--- src/rtl/regfile_wb_arbiter.sv ---
// Register-file write-port owner: round-robin ALU/LSU writeback arbitration plus a busy scoreboard.
// Optional macro WB_BYPASS_EN lets a same-cycle writeback clear its busy bit for the stall check.
module regfile_wb_arbiter #(
    parameter int XLEN = 32,
    parameter int NREG = 32,
    parameter int AW   = 5
) (
    input  logic            clk,
    input  logic            reset,
    input  logic            issue_valid,
    input  logic [AW-1:0]   issue_rd,
    input  logic [AW-1:0]   issue_rs1,
    input  logic [AW-1:0]   issue_rs2,
    output logic            issue_stall,
    input  logic            alu_valid,
    input  logic [AW-1:0]   alu_rd,
    input  logic [XLEN-1:0] alu_data,
    output logic            alu_ready,
    input  logic            lsu_valid,
    input  logic [AW-1:0]   lsu_rd,
    input  logic [XLEN-1:0] lsu_data,
    output logic            lsu_ready,
    output logic            wb_en,
    output logic [AW-1:0]   wb_addr,
    output logic [XLEN-1:0] wb_data,
    output logic [NREG-1:0] busy_vec
);

    typedef enum logic {SRC_ALU = 1'b0, SRC_LSU = 1'b1} src_e;

    src_e            last_grant_q, last_grant_d;
    logic            wb_en_q, wb_en_d;
    logic [AW-1:0]   wb_addr_q, wb_addr_d;
    logic [XLEN-1:0] wb_data_q, wb_data_d;
    logic [NREG-1:0] busy_q, busy_d;
    logic [NREG-1:0] busy_eff;

    logic            grant_alu, grant_lsu, xfer, issue_fire;
    logic [AW-1:0]   xfer_rd;
    logic [XLEN-1:0] xfer_data;

    // Nothing is granted while reset is held, so no requester believes it transferred.
    assign grant_alu = !reset && alu_valid && (!lsu_valid || last_grant_q == SRC_LSU);
    assign grant_lsu = !reset && lsu_valid && (!alu_valid || last_grant_q == SRC_ALU);
    assign xfer      = grant_alu || grant_lsu;
    assign xfer_rd   = grant_alu ? alu_rd   : lsu_rd;
    assign xfer_data = grant_alu ? alu_data : lsu_data;

    assign alu_ready = grant_alu;
    assign lsu_ready = grant_lsu;

    // NOTE: every combinational output gets a default first so no latch is inferred.
    always_comb begin
        busy_eff = busy_q;
`ifdef WB_BYPASS_EN
        if (xfer) busy_eff[xfer_rd] = 1'b0;
`endif
    end

    assign issue_stall = issue_valid &&
                         (busy_eff[issue_rs1] || busy_eff[issue_rs2] || busy_eff[issue_rd]);
    assign issue_fire  = issue_valid && !issue_stall;

    // Clear is applied before set, so a same-cycle set of the same register wins.
    always_comb begin
        busy_d = busy_q;
        if (xfer && xfer_rd != '0)          busy_d[xfer_rd]  = 1'b0;
        if (issue_fire && issue_rd != '0)   busy_d[issue_rd] = 1'b1;
        busy_d[0] = 1'b0;
    end

    always_comb begin
        last_grant_d = last_grant_q;
        if (grant_alu)      last_grant_d = SRC_ALU;
        else if (grant_lsu) last_grant_d = SRC_LSU;
    end

    // x0 transfers are accepted but never raise the write enable.
    assign wb_en_d   = xfer && (xfer_rd != '0);
    assign wb_addr_d = xfer ? xfer_rd   : wb_addr_q;
    assign wb_data_d = xfer ? xfer_data : wb_data_q;

    // NOTE: state uses non-blocking assignments so all registers update from pre-edge values.
    always_ff @(posedge clk) begin
        if (reset) begin
            last_grant_q <= SRC_LSU;
            wb_en_q      <= 1'b0;
            wb_addr_q    <= '0;
            wb_data_q    <= '0;
            busy_q       <= '0;
        end else begin
            last_grant_q <= last_grant_d;
            wb_en_q      <= wb_en_d;
            wb_addr_q    <= wb_addr_d;
            wb_data_q    <= wb_data_d;
            busy_q       <= busy_d;
        end
    end

    assign wb_en    = wb_en_q;
    assign wb_addr  = wb_addr_q;
    assign wb_data  = wb_data_q;
    assign busy_vec = busy_q;

endmodule

--- config.mk ---
export PLATFORM = sky130hd
export DESIGN_NAME = regfile_wb_arbiter
export DESIGN_NICKNAME = d
export VERILOG_FILES = /design/src/rtl/regfile_wb_arbiter.sv
export SDC_FILE = /design/constraint.sdc
export NUM_CORES = 1
export LEC_CHECK = 0
export BUFFER_PORTS_ARGS = -buffer_cell sky130_fd_sc_hd__buf_2
export CORE_UTILIZATION = 54
export DETAILED_ROUTE_END_ITERATION = 7
export PLACE_DENSITY_LB_ADDON = 0.12
export SETUP_SLACK_MARGIN = 0.02
export SYNTH_ARGS = -nofsm -noshare
export SYNTH_HDL_FRONTEND = slang
export SYNTH_SLANG_ARGS = --single-unit
--- constraint.sdc ---
create_clock -name clk -period 4.9 [get_ports clk]
set_input_delay 0.49 -clock clk [delete_from_list [all_inputs] [get_ports clk]]
set_output_delay 0.49 -clock clk [all_outputs]
set_load 0.005 [all_outputs]
Yosys cells after proc, flatten, opt, wreduce, memory -nomap -nowiden. Cells that the tools add are included.

Logic and storage cells: 54. Register bits: 71. Input bits: 94.

Magnitude comparators: 6. Bitwise logic cells: 4. Reduce and logical (&&, ||, !) cells: 22. Multiplexer cells: 16.

Operators by type and width (number): 32-bit 2-to-1 mux (3); 32-bit bitwise AND (1); 32-bit NOT (1); 32-bit OR (1); 5-bit by 6-bit < comparator with 1-bit output, second input constant (4); 1-bit binary-select mux with 5-bit select (3); 1-bit demux with 5-bit select (2); 5-bit by 1-bit >= comparator with 1-bit output, second input constant (2); 1-bit logical AND (10); 5-bit nonzero test (2); 1-bit 2-to-1 mux (7); 1-bit logical OR (5); 5-bit 2-to-1 mux (1); 1-bit zero test (4); 2-bit nonzero test (1); 1-bit NOT (1).

Logic depth before layout (Yosys ltp). Gate-level depths: netlist of the first run.

Word-level depth: 13. Depth in mapped cells: 9.

Least setup slack after synthesis of the first run. OpenSTA, ideal clock, no wires.

Path type: input to output. Start point: in issue_rs2[1]. End point: out issue_stall. Data required time: 4410 ps. Slack: 1960 ps. Buffers on the path: 3. Cell stages on the path: 8. Arrival time: 2450 ps. Cells stage by stage: buf_2 -> mux4_2 -> o2111ai_1 -> o221ai_1 -> or3_1 -> buf_6 -> buf_6 -> o31a_1.

Cells in the longest elaborated chain, start to end: 5.

Ends and longest elaborated chain: start, declared (line 13) `input logic [AW-1:0] issue_rs2,`; 1-bit binary-select mux with 5-bit select (line 61) `(busy_eff[issue_rs1] || busy_eff[issue_rs2] || busy_eff[issue_rd]);`; 1-bit 2-to-1 mux (not written as such) (line 61); 1-bit logical OR (2 in a row) (line 61); 1-bit logical AND (line 60) `assign issue_stall = issue_valid &&`; end, declared (line 14) `output logic issue_stall,`.

Every way passes these cells. The select of a mux whose other input is x is not followed.

Final worst setup path of the first run.
Start point: in issue_rd[0]. End point: out issue_stall.

Cells in the longest elaborated chain, start to end: 4.

Ends and longest elaborated chain: start, declared (line 11) `input logic [AW-1:0] issue_rd,`; 1-bit binary-select mux with 5-bit select (line 61); 1-bit 2-to-1 mux (not written as such) (line 61); 1-bit logical OR (line 61); 1-bit logical AND (line 60).

Every way passes these cells. The select of a mux whose other input is x is not followed.

==> flow_summary.json, run 1 <==
{
  "status": "finished clean",
  "synth_fp_nets": 580,
  "slew_violations": 0,
  "dieArea_sq_mm": 0.00839,
  "ys_async_sr_fraction_pct": 0,
  "hold_path_class": "in2reg",
  "cts_sinks": 70,
  "ios": 167,
  "cp_max_fo": 16,
  "clock.fmax_mhz": 326,
  "cp-end-kind": "output pin",
  "cts_buffers": 9,
  "dr.pass1.iters": 5,
  "vias": 4474,
  "slew-limit-headroom_pct": 35.8,
  "fillCellCount": 639,
  "p_per_area_mw_per_mm2": 269,
  "yosysUniqueCellTypes": 55,
  "ys.flop_type": "dfxtp_1",
  "critPathLaunchType": "input pin",
  "final_antenna_net_count": 0,
  "synth_area_sq_mm": 0.00434,
  "yosysTopAreaCell": "dfxtp_1",
  "rsz0062_at_grt": "false",
  "h-tree-depth": 3,
  "overflow": 0,
  "track_usage_pct": 32.2,
  "tightestPinTransition_ps": 958,
  "drive_gt1_share_pct": 37.2,
  "postCtsResizedCells": 0,
  "cp.required_ps": 4410,
  "drt_iter0_drc": 330,
  "cts_tree": "built",
  "synthCells": 486,
  "grt_max_degree": 46,
  "die_w_um": 91.6,
  "cts_max_path_buffers": 2,
  "final_common_cell": "buf_2",
  "nNetsFinal": 716,
  "areaGrowthSynthToFinish_pct": 24.2,
  "die_y_um": 91.6,
  "synth_top_area_share_pct": 32.3,
  "fin_crit_sh_pct": 62.6,
  "layout_common_cells": "buf_2 (165), nand2_1 (74), dfxtp_1 (70), a22oi_1 (34), a21oi_1 (33)",
  "place_congestion": 0.936,
  "yosys_warnings": 0,
  "final_area_sq_mm": 0.00539,
  "hold_violations": 0,
  "core.rowCount": 32,
  "finClkSkew_ps": 9.39,
  "crit_type": "in2out",
  "drc": 0,
  "numPortBuffers": 165,
  "maxCapViolCount": 0,
  "wl_per_cell_um": 18.2,
  "grt_pass1_vias": 4390,
  "cts_setup_buffers": 0,
  "antenna_cells": 0,
  "post-route-min-period_ps": 3070,
  "vias_per_cell": 6.14,
  "synth_edf_count": 0,
  "synthTopCellsByArea": "dfxtp_1 (32%), o41ai_2 (8.3%), nand2_1 (6.4%)",
  "synth_area_per_cell_sq_um": 8.92,
  "cts.clk_slew.worst_paths_ps": 80,
  "post_dp_cell_area_sq_mm": 0.00513,
  "ctsRootBufferMaster": "clkbuf_8",
  "tns_ps": 0,
  "vdd_drop_max_mv": 0.206,
  "setup_viol": 0,
  "grt_pass1_wl_mm": 21.6,
  "wl_mm": 13.3,
  "holdBufCountCts": 0,
  "synth-seq-cells": 70,
  "antenna_found_initial": 0,
  "worstPathArrival_ps": 2580,
  "total_leakage_power_nw": 2.37,
  "clock_latency_ps": 340,
  "dp_hpwl_mm": 9.66,
  "core_area_sq_mm": 0.00773,
  "initial_core_util_pct": 56.1,
  "yosysSeqAreaShare_pct": 32.3
}
==> flip-flops by register name, summed over array words and instances (netlist names) <==
name          count
wb_en             1
last_grant_q      1
busy_vec         31
wb_data          32
wb_addr           5
==> final timing paths <==
| path | from | to | slack (ps) | cells after the start |
|---|---|---|---|---|
| max | issue_rd[0] | issue_stall | 1830 | 7 |
| min | alu_rd[2] | wb_en$_SDFF_PP0_ | 390 | 3 |
| max reg2reg | last_grant_q$_SDFFE_PP1P_ | busy_vec[10]$_SDFF_PP0_ | 2160 | 7 |
| min reg2reg | wb_data[29]$_SDFFE_PP0P_ | wb_data[29]$_SDFFE_PP0P_ | 450 | 2 |
==> area by class of cell <==
cell class / instances / area, sq um / share of cell area, %
multi-input cells: 353 / 2650 / 49.3
flip-flops and latches: 70 / 1400 / 26.0
repair buffers: 174 / 893 / 16.6
clock buffers: 11 / 151 / 2.81
well taps: 102 / 128 / 2.37
clock inverters: 5 / 105 / 1.95
inverters: 14 / 52.6 / 0.976
==> cell families after synthesis <==
family | count (synthesis) | synth area share [%]
compound gates | 168 | 32.0
simple gates | 145 | 15.9
flops | 70 | 32.3
mux | 39 | 12.5
other cells | 1 | 0.0865
buf+inv | 63 | 7.16
==> critical path, stage by stage <==
cell and delay (ps):
buf_2 270, mux4_2 550, a311oi_1 280, o221ai_1 140, or3_1 420, o31a_1 300
buf_2 120
==> synth_stat cells, drive strengths merged (2+ instances only) <==
library cell	number
or3	5
and2	2
a31oi	6
and3	3
nand3b	4
o22ai	2
o32ai	2
o41ai	26
dfxtp	70
a221oi	2
a211oi	5
nor2	15
o31ai	5
or2	2
mux2i	25
a22oi	34
nor2b	7
mux4	12
or4	4
a21oi	33
a311o	2
o31a	2
o311ai	10
mux2	2
nand3	8
inv	13
nor3	7
nand2b	4
nand2	74
buf	21
clkbuf	28
o211ai	22
o21ai	7
o2111ai	3
nor3b	3
nand4	3
==> power breakdown <==
| group | total, W | switching [W] | internal [W] |
|---|---|---|---|
| clock network | 0.000591 | 0.000224 | 0.000366 |
| registers | 0.000607 | 0.0000138 | 0.000594 |
| logic | 0.000251 | 0.000152 | 0.0000982 |
| total | 0.00145 | 0.000391 | 0.00106 |
==> stage by stage <==
| step | setup WS (ps) | cells | power (W) | hold slack (ps) | util [%] |
|---|---|---|---|---|---|
| global route | 1670 | 729 | 0.00151 | 393 | 69.7 |
| floorplan | 1960 | 486 | 0.000776 | 453 | - |
| global placement | 1790 | 713 | 0.000863 | 440 | 66.4 |
| detailed placement | 1700 | 713 | 0.000868 | 443 | 66.4 |
| finish | 1830 | 729 | 0.00145 | 395 | 69.7 |
| CTS | 1830 | 729 | 0.00145 | 384 | 69.7 |
==> per-layer routing <==
layer	global-route usage (%)	part of all wire, %
met4	12.2	1.8
met5	0	0
met3	5.28	6.9
met2	55.6	50
met1	40.1	42
No activity file was read; power rests on OpenSTA's default activity.
==> run 2, diff against run 1 <==
CORE_UTILIZATION = 45   (was 54)
clock period = 2.6 ns   (was 4.9 ns; I/O delays follow)
==> run 2 against run 1 <==
The run now ends with negative setup slack left. Final cell count rose by 5.9%. Die area up 20%. Combinational power is 99% higher. Count of clock-buffer cells in the layout grew 1. Global-route usage shrank 3.1 points. Via count is 2.1% higher. Sequential power up 88%.
==> flow_summary.json, run 2 (synthesis results as in run 1) <==
{
  "fin_crit_sh_pct": 101,
  "ctsRootBufferMaster": "clkbuf_8",
  "vdd_drop_max_mv": 0.303,
  "rsz0062_at_grt": "true",
  "cts_buffers": 9,
  "dp_hpwl_mm": 10.7,
  "crit_start": "busy_vec[24]$_SDFF_PP0_",
  "cts_max_path_buffers": 2,
  "cp-end-kind": "output pin",
  "clock.fmax_mhz": 382,
  "final_common_cell": "buf_2",
  "cts.clk_slew.worst_paths_ps": 80,
  "wl_per_cell_um": 18.4,
  "initial_core_util_pct": 46.7,
  "largest_reg_flops": 32,
  "vias_per_cell": 5.92,
  "worstPathArrival_ps": 2350,
  "wl_mm": 14.2,
  "p_per_area_mw_per_mm2": 473,
  "finClkSkew_ps": 8.71,
  "vias": 4569,
  "antenna_cells": 0,
  "violations": "negative setup slack",
  "placed_cells_incl_taps": 753,
  "clock_latency_ps": 350,
  "cp.required_ps": 2340,
  "nNetsFinal": 732,
  "core_area_sq_mm": 0.00928,
  "slew-limit-headroom_pct": 32.3,
  "drt_iter0_drc": 323,
  "status": "finished, violations left",
  "post_dp_cell_area_sq_mm": 0.00527,
  "final_area_sq_mm": 0.00554,
  "numPortBuffers": 165,
  "tightestPinTransition_ps": 1010,
  "total_leakage_power_nw": 2.45,
  "die_w_um": 100,
  "ios": 167,
  "h-tree-depth": 3,
  "grt_pass1_wl_mm": 22.8,
  "dieArea_sq_mm": 0.0100,
  "overflow": 0,
  "fin_ws_ps": -14.5,
  "hold_path_class": "in2reg",
  "final_cells": 772,
  "hp-start": "alu_rd[2]",
  "reg2reg_from": "busy_vec[24]$_SDFF_PP0_",
  "hold_violations": 0,
  "layout_common_cells": "buf_2 (165), nand2_1 (74), dfxtp_1 (66), a22oi_1 (34), a21oi_1 (33)",
  "crit_type": "reg2out",
  "die_y_um": 100,
  "maxCapViolCount": 0,
  "tns_ps": -14.5,
  "post-route-min-period_ps": 2610,
  "cts_sinks": 70,
  "grt_pass1_vias": 4449,
  "cp_max_fo": 5,
  "drc": 0,
  "cts_tree": "built",
  "final_antenna_net_count": 0,
  "areaGrowthSynthToFinish_pct": 27.7,
  "antenna_found_initial": 0,
  "track_usage_pct": 29.1,
  "grt_max_degree": 37,
  "core.rowCount": 35,
  "place_congestion": 0.874,
  "drive_gt1_share_pct": 39.3,
  "pre_cts_slack_ps": 27.2,
  "setup_viol": 1,
  "slew_violations": 0,
  "critPathLaunchType": "flop",
  "dr.pass1.iters": 5
}
## run 2: per-stage QoR
step / utilization (%) / power (W) / hold slack, ps
after floorplan: - / 0.00146 / 384
after global placement: 56.7 / 0.00165 / 440
after detailed placement: 56.7 / 0.00166 / 445
after CTS: 59.5 / 0.00263 / 166
after global routing: 59.6 / 0.00273 / 174
final: 59.6 / 0.00262 / 179
## run 2: cell type report
cell class,count,area [sq um]
fillers,909,3750
multi-input cells,353,2680
flip-flops and latches,70,1410
repair buffers,190,1010
well taps,129,161
clock buffers,12,145
clock inverters,4,70.1
inverters,14,52.6
## run 2: final timing paths
| kind | slack [ps] | depth (start not counted) | to |
|---|---|---|---|
| hold reg to reg | 460 | 2 | wb_data[9]$_SDFFE_PP0P_ |
| setup / recovery | -10 | 6 | issue_stall |
| hold / removal | 180 | 3 | wb_en$_SDFF_PP0_ |
| setup reg to reg | 140 | 7 | busy_vec[22]$_SDFF_PP0_ |
## run 2: timing repair
action	in CTS	in global routing
setup buffers	3	0
pin swaps	4	1
resized for setup	8	1
endpoints found under the setup margin	1	1
hold buffers	0	0
## run 2: where the power goes
group / total [W] / leakage, nW / switching [W] / internal (W)
Combinational: 0.000499 / 1.77 / 0.000297 / 0.000202
Clock: 0.000974 / 0.110 / 0.000410 / 0.000564
Sequential: 0.00114 / 0.573 / 0.0000275 / 0.00112
Total: 0.00262 / 2.45 / 0.000734 / 0.00188
## run 2: layer usage
| layer | wire length (um) | GRT usage, % | part of all wire, % | vias up |
|---|---|---|---|---|
| met5 | 0 | 0 | 0 | - |
| met4 | 292 | 11.1 | 2.1 | 0 |
| met3 | 956 | 5.01 | 6.7 | 22 |
| met2 | 6820 | 48.8 | 48 | 209 |
| met1 | 6130 | 37.3 | 43 | 2165 |
| li1 | - | - | - | 2173 |
## run 2: critical path, cell delays in order, from the launching register on
cell and delay [ps]:
dfxtp_2 360, mux4_2 470, a311oi_2 240, o221ai_1 160, or3_4 400, o31a_1 250
buf_2 130
